===== src/rtl/ram_pack_ctrl_if.sv =====
// ram_pack_ctrl_if
//   Bundles the control, averager and RAM-write signals of ram_pack_ctrl.
//   master : the environment side. It drives start, clr, avg_*, ram_busy and
//            observes the RAM write port and the status flags.
//   slave  : the ram_pack_ctrl side.
//   Signals:
//     start, clr          frame start pulse, synchronous abort/clear
//     avg_valid, avg_data averaged byte stream
//     ram_busy            RAM cannot accept a write this cycle
//     wr_ram, ram_addr,   RAM write strobe, word address, packed word
//     ram_data
//     byte_cnt            lane for the next byte
//     ram_full            frame complete
//     overflow_err        sticky byte-drop flag
interface ram_pack_ctrl_if #(
  parameter int ADDR_W = 11
);
  logic              start;
  logic              clr;
  logic              avg_valid;
  logic [7:0]        avg_data;
  logic              ram_busy;
  logic              wr_ram;
  logic [ADDR_W-1:0] ram_addr;
  logic [31:0]       ram_data;
  logic [1:0]        byte_cnt;
  logic              ram_full;
  logic              overflow_err;

  modport master (
    output start, clr, avg_valid, avg_data, ram_busy,
    input  wr_ram, ram_addr, ram_data, byte_cnt, ram_full, overflow_err
  );

  modport slave (
    input  start, clr, avg_valid, avg_data, ram_busy,
    output wr_ram, ram_addr, ram_data, byte_cnt, ram_full, overflow_err
  );
endinterface


===== src/rtl/ram_pack_ctrl.sv =====
// ram_pack_ctrl
//   Packs four consecutive averaged bytes into a 32-bit word (byte_0 in
//   [7:0]) and writes it to the frame RAM. The word address steps from 0
//   to RAM_DEPTH-1 and stops in FULL. A one-byte holding register absorbs
//   input slip while a write and its recovery are in progress.
//   Ports:
//     clk_2  rising-edge clock
//     reset  synchronous, active-high reset
//     bus    ram_pack_ctrl_if.slave (control, byte stream, RAM write port)
module ram_pack_ctrl #(
  parameter int ADDR_W    = 11,
  parameter int RAM_DEPTH = 2048,
  parameter int WAIT_CYC  = 1
) (
  input  logic           clk_2,
  input  logic           reset,
  ram_pack_ctrl_if.slave bus
);

  localparam int WCW = (WAIT_CYC > 1) ? $clog2(WAIT_CYC) : 1;

  typedef enum logic [2:0] {
    S_IDLE,
    S_COLLECT,
    S_WRITE,
    S_WAIT,
    S_FULL
  } state_t;

  state_t            state;
  logic [ADDR_W-1:0] addr_q;
  logic [3:0][7:0]   lane_q;
  logic [1:0]        cnt_q;
  logic [7:0]        hold_q;
  logic              hold_v;
  logic              full_q;
  logic              ovf_q;
  logic [WCW-1:0]    wait_cnt;
  logic              wait_last;
  logic              addr_last;

  assign wait_last = (wait_cnt == WCW'(WAIT_CYC - 1));
  assign addr_last = (addr_q == ADDR_W'(RAM_DEPTH - 1));

  // The strobe has to follow ram_busy in the same cycle, so it is decoded
  // from the state rather than registered. reset/clr on a WRITE cycle
  // suppress it: the word is abandoned along with the rest of the frame.
  assign bus.wr_ram       = (state == S_WRITE) && !bus.ram_busy && !reset && !bus.clr;
  assign bus.ram_addr     = addr_q;
  assign bus.ram_data     = lane_q;
  assign bus.byte_cnt     = cnt_q;
  assign bus.ram_full     = full_q;
  assign bus.overflow_err = ovf_q;

  always_ff @(posedge clk_2) begin
    if (reset || bus.clr) begin
      state    <= S_IDLE;
      addr_q   <= '0;
      lane_q   <= '0;
      cnt_q    <= '0;
      hold_q   <= '0;
      hold_v   <= 1'b0;
      full_q   <= 1'b0;
      ovf_q    <= 1'b0;
      wait_cnt <= '0;
    end else begin
      case (state)
        S_IDLE: begin
          if (bus.start) state <= S_COLLECT;
        end

        S_COLLECT: begin
          if (bus.avg_valid) begin
            lane_q[cnt_q] <= bus.avg_data;
            cnt_q         <= cnt_q + 2'd1;
            if (cnt_q == 2'd3) state <= S_WRITE;
          end
        end

        S_WRITE: begin
          // A byte here goes to the holding register. A second one is lost.
          if (bus.avg_valid) begin
            if (hold_v) ovf_q <= 1'b1;
            else begin
              hold_q <= bus.avg_data;
              hold_v <= 1'b1;
            end
          end
          if (!bus.ram_busy) begin
            state    <= S_WAIT;
            wait_cnt <= '0;
          end
        end

        S_WAIT: begin
          if (!wait_last) begin
            wait_cnt <= wait_cnt + WCW'(1);
            if (bus.avg_valid) begin
              if (hold_v) ovf_q <= 1'b1;
              else begin
                hold_q <= bus.avg_data;
                hold_v <= 1'b1;
              end
            end
          end else if (addr_last) begin
            // Frame done. A held byte and any byte arriving now have no word to land in.
            state  <= S_FULL;
            full_q <= 1'b1;
            hold_v <= 1'b0;
            if (hold_v || bus.avg_valid) ovf_q <= 1'b1;
          end else begin
            // The next word starts on this edge. A held byte takes lane 0, so the
            // new byte in this cycle goes behind it.
            state  <= S_COLLECT;
            addr_q <= addr_q + ADDR_W'(1);
            if (hold_v) begin
              lane_q[0] <= hold_q;
              hold_v    <= 1'b0;
              if (bus.avg_valid) begin
                lane_q[1] <= bus.avg_data;
                cnt_q     <= 2'd2;
              end else begin
                cnt_q     <= 2'd1;
              end
            end else if (bus.avg_valid) begin
              lane_q[0] <= bus.avg_data;
              cnt_q     <= 2'd1;
            end
          end
        end

        S_FULL: begin
          if (bus.avg_valid) ovf_q <= 1'b1;
        end

        default: state <= S_IDLE;
      endcase
    end
  end

endmodule


===== src/flat_wrapper.sv =====
// flat-port wrapper written by rule: the top's interface ports become plain ports
module ram_pack_ctrl_flat 
#(
  parameter int ADDR_W    = 11,
  parameter int RAM_DEPTH = 2048,
  parameter int WAIT_CYC  = 1
)
  (clk_2, reset, bus_start, bus_clr, bus_avg_valid, bus_avg_data, bus_ram_busy, bus_wr_ram, bus_ram_addr, bus_ram_data, bus_byte_cnt, bus_ram_full, bus_overflow_err);
  ram_pack_ctrl_if #(.ADDR_W(ADDR_W)) bus_i ();
  input  logic clk_2;
  input  logic reset;
  input wire logic [$bits(bus_i.start)-1:0] bus_start;
  input wire logic [$bits(bus_i.clr)-1:0] bus_clr;
  input wire logic [$bits(bus_i.avg_valid)-1:0] bus_avg_valid;
  input wire logic [$bits(bus_i.avg_data)-1:0] bus_avg_data;
  input wire logic [$bits(bus_i.ram_busy)-1:0] bus_ram_busy;
  output wire logic [$bits(bus_i.wr_ram)-1:0] bus_wr_ram;
  output wire logic [$bits(bus_i.ram_addr)-1:0] bus_ram_addr;
  output wire logic [$bits(bus_i.ram_data)-1:0] bus_ram_data;
  output wire logic [$bits(bus_i.byte_cnt)-1:0] bus_byte_cnt;
  output wire logic [$bits(bus_i.ram_full)-1:0] bus_ram_full;
  output wire logic [$bits(bus_i.overflow_err)-1:0] bus_overflow_err;
  assign bus_i.start = bus_start;
  assign bus_i.clr = bus_clr;
  assign bus_i.avg_valid = bus_avg_valid;
  assign bus_i.avg_data = bus_avg_data;
  assign bus_i.ram_busy = bus_ram_busy;
  assign bus_wr_ram = bus_i.wr_ram;
  assign bus_ram_addr = bus_i.ram_addr;
  assign bus_ram_data = bus_i.ram_data;
  assign bus_byte_cnt = bus_i.byte_cnt;
  assign bus_ram_full = bus_i.ram_full;
  assign bus_overflow_err = bus_i.overflow_err;
  ram_pack_ctrl #(.ADDR_W(ADDR_W), .RAM_DEPTH(RAM_DEPTH), .WAIT_CYC(WAIT_CYC)) u_core (.clk_2(clk_2), .reset(reset), .bus(bus_i));
endmodule

===== config.mk =====
export PLATFORM = sky130hd
export DESIGN_NAME = ram_pack_ctrl_flat
export DESIGN_NICKNAME = d
export VERILOG_FILES = /design/src/rtl/ram_pack_ctrl_if.sv /design/src/rtl/ram_pack_ctrl.sv /design/src/flat_wrapper.sv
export SDC_FILE = /design/constraint.sdc
export NUM_CORES = 1
export LEC_CHECK = 0
export ABC_AREA = 1
export CELL_PAD_IN_SITES_DETAIL_PLACEMENT = 1
export CELL_PAD_IN_SITES_GLOBAL_PLACEMENT = 2
export CORE_MARGIN = 4
export CORE_UTILIZATION = 28
export CTS_BUF_LIST = sky130_fd_sc_hd__clkbuf_4 sky130_fd_sc_hd__clkbuf_8
export DETAILED_ROUTE_END_ITERATION = 7
export GPL_TIMING_DRIVEN = 0
export MAX_ROUTING_LAYER = met4
export PLACE_DENSITY_LB_ADDON = 0.1
export SLEW_MARGIN = 20
export SYNTH_ARGS = -nofsm -noshare
export SYNTH_HDL_FRONTEND = slang
export SYNTH_SLANG_ARGS = --single-unit
export TNS_END_PERCENT = 100

===== constraint.sdc =====
create_clock -name clk_2 -period 2.3 [get_ports clk_2]
set_clock_uncertainty 0.1 [all_clocks]
set_input_delay 0.23 -clock clk_2 [delete_from_list [all_inputs] [get_ports clk_2]]
set_output_delay 0.23 -clock clk_2 [all_outputs]
set_load 0.005 [all_outputs]

### After elaboration in Yosys (flattened, before gate mapping)

Index checks and enable logic that the tools add are counted.

| operators by class | value |
|---|---|
| add/sub/neg operators | 3 |
| $lt $le $gt $ge | 2 |
| equal/unequal tests | 19 |
| multiplexer cells | 41 |
| bitwise gates (word level) | 3 |
| reduce and logical (&&, ||, !) cells | 22 |

Operators by type and width:

| kind | count |
|---|---|
| 8-bit two-way mux | 7 |
| 16-bit two-way mux | 3 |
| 32-bit bitwise mux | 1 |
| 16-bit case mux with 2 select lines | 1 |
| 3-bit two-way mux | 6 |
| 8-bit demux with 2-bit select | 1 |
| 8-bit case mux with 2 select lines | 1 |
| 3-bit case mux with 5 select lines | 1 |
| 2-bit != test, second input constant | 7 |
| 2-bit two-way mux | 6 |
| 6-bit AND reduction | 2 |
| 11-bit by 1-bit adder with 11-bit output, second input constant | 1 |
| 11-bit equality test, second input constant | 1 |
| 1-bit two-way mux | 10 |
| 3-bit by 2-bit equality test with 1-bit output, second input constant | 2 |
| 2-bit by 1-bit != test with 1-bit output, second input constant | 3 |
| 3-bit by 1-bit != test with 1-bit output, second input constant | 2 |
| 2-bit AND reduction | 3 |
| 3-bit AND reduction | 2 |
| 5-bit AND reduction | 1 |
| 1-bit logical AND | 4 |
| 1-bit case mux with 2 select lines | 2 |
| 2-bit case mux with 2 select lines | 1 |
| 4-bit AND reduction | 1 |
| other kinds (15) | 21 |

| storage, ports and cells | value |
|---|---|
| register bits after elaboration | 60 |
| input port bits | 14 |

### Depth between registers and ports, before layout

| depth | value |
|---|---|
| depth after elaboration | 7 |
| mapped depth | 11 |
| depth with buffers taken out | 9 |

### Worst setup path after synthesis

Ideal clock, no wire load.

| timing | value |
|---|---|
| kind | register to register |
| start point | register u_core.addr_q[0], in the netlist u_core.bus.ram_addr[0] |
| end point | register u_core.addr_q[5], in the netlist u_core.bus.ram_addr[5] |
| arrival time | 1488 ps |
| required time | 2130 ps |
| slack | 642 ps |
| stages on the path, launching flop included | 12 |
| buffers on the path | 2 |
| period minus slack after synthesis | 1658 ps |
| cells stage by stage | dfxtp_1 -> ha_1 -> inv_1 -> nor2_2 -> nand3_1 -> nand2_1 -> buf_4 -> inv_2 -> buf_4 -> nand3_1 -> nand2_1 -> a21oi_1 |

| on the way | value |
|---|---|
| word-level cells in the longest chain between the ends | 3 |

RTL lines:

| item | line | RTL |
|---|---|---|
| start: declaration | ram_pack_ctrl.sv:31 | `logic [ADDR_W-1:0] addr_q;` |
| start signal: assignment | ram_pack_ctrl.sv:115 | `addr_q <= addr_q + ADDR_W'(1);` |
| parallel branches: the longest is 3 deep, another holds 11-bit by 1-bit adder with 11-bit output | -- |  |

Several ways; the timed one is not identified.
A chain may end at the register's enable or synchronous reset.

### Worst setup path after layout

| timing | value |
|---|---|
| start point | input port bus_clr |
| end point | output port bus_wr_ram |

| on the way | value |
|---|---|
| word-level cells in the longest chain between the ends | 2 |

RTL lines:

| item | line | RTL |
|---|---|---|
| start: declaration | flat_wrapper.sv:13 | `input wire logic [$bits(bus_i.clr)-1:0] bus_clr;` |
| 1-bit zero test | ram_pack_ctrl.sv:48 | `assign bus.wr_ram = (state == S_WRITE) && !bus.ram_busy && !reset && !bus.clr;` |
| 1-bit logical AND | ram_pack_ctrl.sv:48 |  |
| end: declaration | flat_wrapper.sv:17 | `output wire logic [$bits(bus_i.wr_ram)-1:0] bus_wr_ram;` |

No other way between the ends.

==> run summary <==
- completed — outcome
- u_core.hold_v$_SDFFE_PP0P_ — reg2reg start
- 469 MHz — Max Freq
- 2 — number of buffers between clock root and the deepest sink
- 0 — endpoints failing setup
- 2130 ps — final critical path time including I/O delays and setup
- sky130_fd_sc_hd__dfxtp_1 — main flop type after synthesis
- 4.65 — average via count per standard cell
- 1800 ps — Arrival @ worst endpoint
- 340 ps — clock insertion delay at the later pin of the skew report
- 59 — number of synthesized register bits
- 2 — worst hold path depth
- 0% — Async SR Flop Fraction
- 0 — initial antenna violation count
- 7050 um — DPL Wire Length
- 29 — count of different cell masters after synthesis
- reg2reg — Tightest Hold Check Type
- sky130_fd_sc_hd__dfxtp_1 — cell type contributing the most total cell area after synthesis
- 0 — leftover overflow at the end of global routing
- 0 — Post-CTS Setup Inserts
- input pin — startpoint types
- bus_clr — critical path startpoint
- output port — endpoint type of the worst setup path
- 92.7% — final critical-path share of the clock period
- sky130_fd_sc_hd__dfxtp_1, sky130_fd_sc_hd__nand2_1, sky130_fd_sc_hd__inv_1 — main area contributors after synthesis
- 12 — maximum number of pins on one net before global-route repair
- 9 — total clock buffers created by CTS
- 29.1% — starting density of the core
- 82 — number of design-rule violations left by the first detailed-router iteration
- 357 ps — Hold Slack
- false — unrepaired setup endpoints after global routing
- 0.224 mV — maximum vdd ir drop
- u_core.bus.ram_full$_SDFFE_PP0P_ — startpoint of the most critical hold path
- 445 — syn nets
- 14.6 um — drt wl/cell
- -58.4 ps — Post-Place Worst Slack
- 0 — count of nets left with antenna violations after detail routing
- 110 um — width of the chip
- sky130_fd_sc_hd__clkbuf_8 — buffer type at the clock tree root
- 3 — number of H-tree levels
- u_core.bus.ram_data[6]$_SDFFE_PP0P_ — Critical R2R Capture
- 61.6% — Worst slew margin
- 7 — worst reg-to-reg path cell count
- 40.9% — share of synthesized area occupied by flip-flops and latches
- 0 — number of remaining DRC errors
- 240 ps — worst reg2reg setup slack
- u_core.bus.ram_full$_SDFFE_PP0P_ — end point of the most critical hold path
- 36 — Placement Rows
- 0 ps — post-route setup TNS
- sky130_fd_sc_hd__clkdlybuf4s50_1 — Most Frequent Cell on Critical Path
- 9290 um — DRT Wirelength
- 0 — max-cap violations
- 17.0% — GRT Overall Usage
- 168 ps — fin worst setup slack
- 3025 — via count of the first global-routing pass
- 1970 ps — worst path required time
- 10 — highest fanout seen on the critical path
- 576 ps — Tightest Pin Transition
- in2out — class of the most critical setup path
- 70 ps — clock transition at the registers of the reported paths
- 6.78 um^2 — average instance area after synthesis
- 0.817 — GPL Wtd Cong
- 0 — number of hold-slack violations in the final timing report
- 0 — synthesis warning total
- yes — CTS tree
- 40.9% — area share of the leading cell type in the synthesized netlist
- 540 ps — largest stage delay on the critical path
- 0 — # diodes
- sky130_fd_sc_hd__clkdlybuf4s50_1 — slowest stage cell, crit path
- 15300 um — wire length of the first global-routing pass
- 34.1% — post-synthesis to final-layout area growth
- 0 — number of max-slew violations in the final report
- 12000 um^2 — DIE AREA
- 9910 um^2 — core box area
- 2957 — via count
- sky130_fd_sc_hd__nand2_1 — top-count cell post-synth
- 2890 um^2 — Synth Cell Area
- 426 — Post-Synthesis Cells
- 110 um — die height
- 1.37 nW — leakage power total
- clkdlybuf4s50_1, nor2_4, inv_2, nor3_1, clkdlybuf4s50_1 — Critical Path, Cell by Cell
- sky130_fd_sc_hd__nand2_1, sky130_fd_sc_hd__dfxtp_1, sky130_fd_sc_hd__inv_1 — cell types with the highest counts after synthesis
- 4 — first drt pass iteration count
- 0 — number of enable flip-flop cells after synthesis
- 8.35% — fraction of final layout cells sized beyond drive strength 1
- 517 — number of nets in the finished design
- 59 — sink count of the clock tree
- 62 — ports placed on the boundary
- 61 — count of buffers inserted at the top-level ports
- 548 nW/um^2 — total power divided by cell area
[stage by stage]
step,cell area (um^2),util [%],instances,power (mW)
5_1_grt,3870,39.1,636,2.22
2_1_floorplan,2890,-,426,1.13
3_5_place_dp,3660,37.0,620,1.20
3_3_place_gp,3660,37.0,620,1.20
4_1_cts,3860,38.9,636,2.16
6_report,3870,39.1,636,2.12
[what timing repair did]
item | CTS | global route
gates resized for setup | 1 | 3
hold buffers | 0 | 0
setup endpoints to repair | 1 | 1
[critical path, delay by kind of cell]
family	cells	cell delay, ps
simple gates	2	430
buf+inv	3	1140
[logic make-up (layout without fill, tap and decap cells)]
group / after synthesis / in the layout / share of synthesized area [%]
and+or+nand+nor: 201 / 201 / 31.5
buffers and inverters: 84 / 161 / 11.6
AOI/OAI and AO/OA: 75 / 75 / 13.3
DFF: 59 / 59 / 40.9
adders and majority gates: 5 / 5 / 2.17
xor gates and xnor gates: 2 / 2 / 0.607
[per-layer routing]
| metal | GRT usage (%) | routed length [um] | vias up |
|---|---|---|---|
| li1 | - | - | 1511 |
| met1 | 22.0 | 4570 | 1379 |
| met2 | 26.5 | 4180 | 58 |
| met3 | 4.35 | 450 | 9 |
| met4 | 4.27 | 89 | 0 |
| met5 | - | 0 | - |
[state kept, by name (all words and copies together) (netlist names)]
signal	cells
u_core.bus.ram_data	32
u_core.bus.ram_addr	11
u_core.hold_q	8
u_core.state	3
u_core.bus.byte_cnt	2
u_core.bus.overflow_err	1
u_core.bus.ram_full	1
u_core.hold_v	1
[worst max path at each step]
stage                                                endpoint  slack (ps)  cells after the start
final                                              bus_wr_ram         170                      5
after global routing                               bus_wr_ram          40                      5
after CTS                                          bus_wr_ram          10                      5
after detailed placement                           bus_wr_ram         -60                      5
after global placement                             bus_wr_ram         -30                      5
after floorplan           u_core.bus.ram_addr[5]$_SDFFE_PP0P_         640                     11
[report_power, final]
group	internal [mW]	switching, mW
clock network	0.496	0.445
registers	1.03	0.00564
logic	0.0541	0.0954
total	1.58	0.546
[cells in the final DEF (no fill, tap or decap), types with 2 or more instances in the layout]
| cell | count |
|---|---|
| sky130_fd_sc_hd__clkdlybuf4s50_1 | 61 |
| sky130_fd_sc_hd__clkinv_2 | 3 |
| sky130_fd_sc_hd__clkinvlp_4 | 2 |
| sky130_fd_sc_hd__o21ai_0 | 29 |
| sky130_fd_sc_hd__nor2_4 | 3 |
| sky130_fd_sc_hd__nor2_1 | 26 |
| sky130_fd_sc_hd__nand2_2 | 2 |
| sky130_fd_sc_hd__buf_4 | 4 |
| sky130_fd_sc_hd__inv_1 | 59 |
| sky130_fd_sc_hd__clkbuf_8 | 9 |
| sky130_fd_sc_hd__buf_2 | 3 |
| sky130_fd_sc_hd__a21oi_1 | 40 |
| sky130_fd_sc_hd__nand4_1 | 18 |
| sky130_fd_sc_hd__ha_1 | 5 |
| sky130_fd_sc_hd__nand2_1 | 108 |
| sky130_fd_sc_hd__o21ai_1 | 3 |
| sky130_fd_sc_hd__inv_2 | 8 |
| sky130_fd_sc_hd__dfxtp_1 | 58 |
| sky130_fd_sc_hd__clkbuf_1 | 10 |
| sky130_fd_sc_hd__nand3_1 | 32 |
| sky130_fd_sc_hd__nor3_1 | 5 |
[layout make-up]
cell class | count | area [um^2]
clock inverter | 7 | 68.8
sequential | 59 | 1180
timing repair buffer | 61 | 611
buffer | 17 | 82.6
fill | 1274 | 6040
clock buffer | 9 | 124
inverter | 67 | 251
multi-input combinational | 283 | 1390
tap | 133 | 166
(Power assumes the default switching activity.)
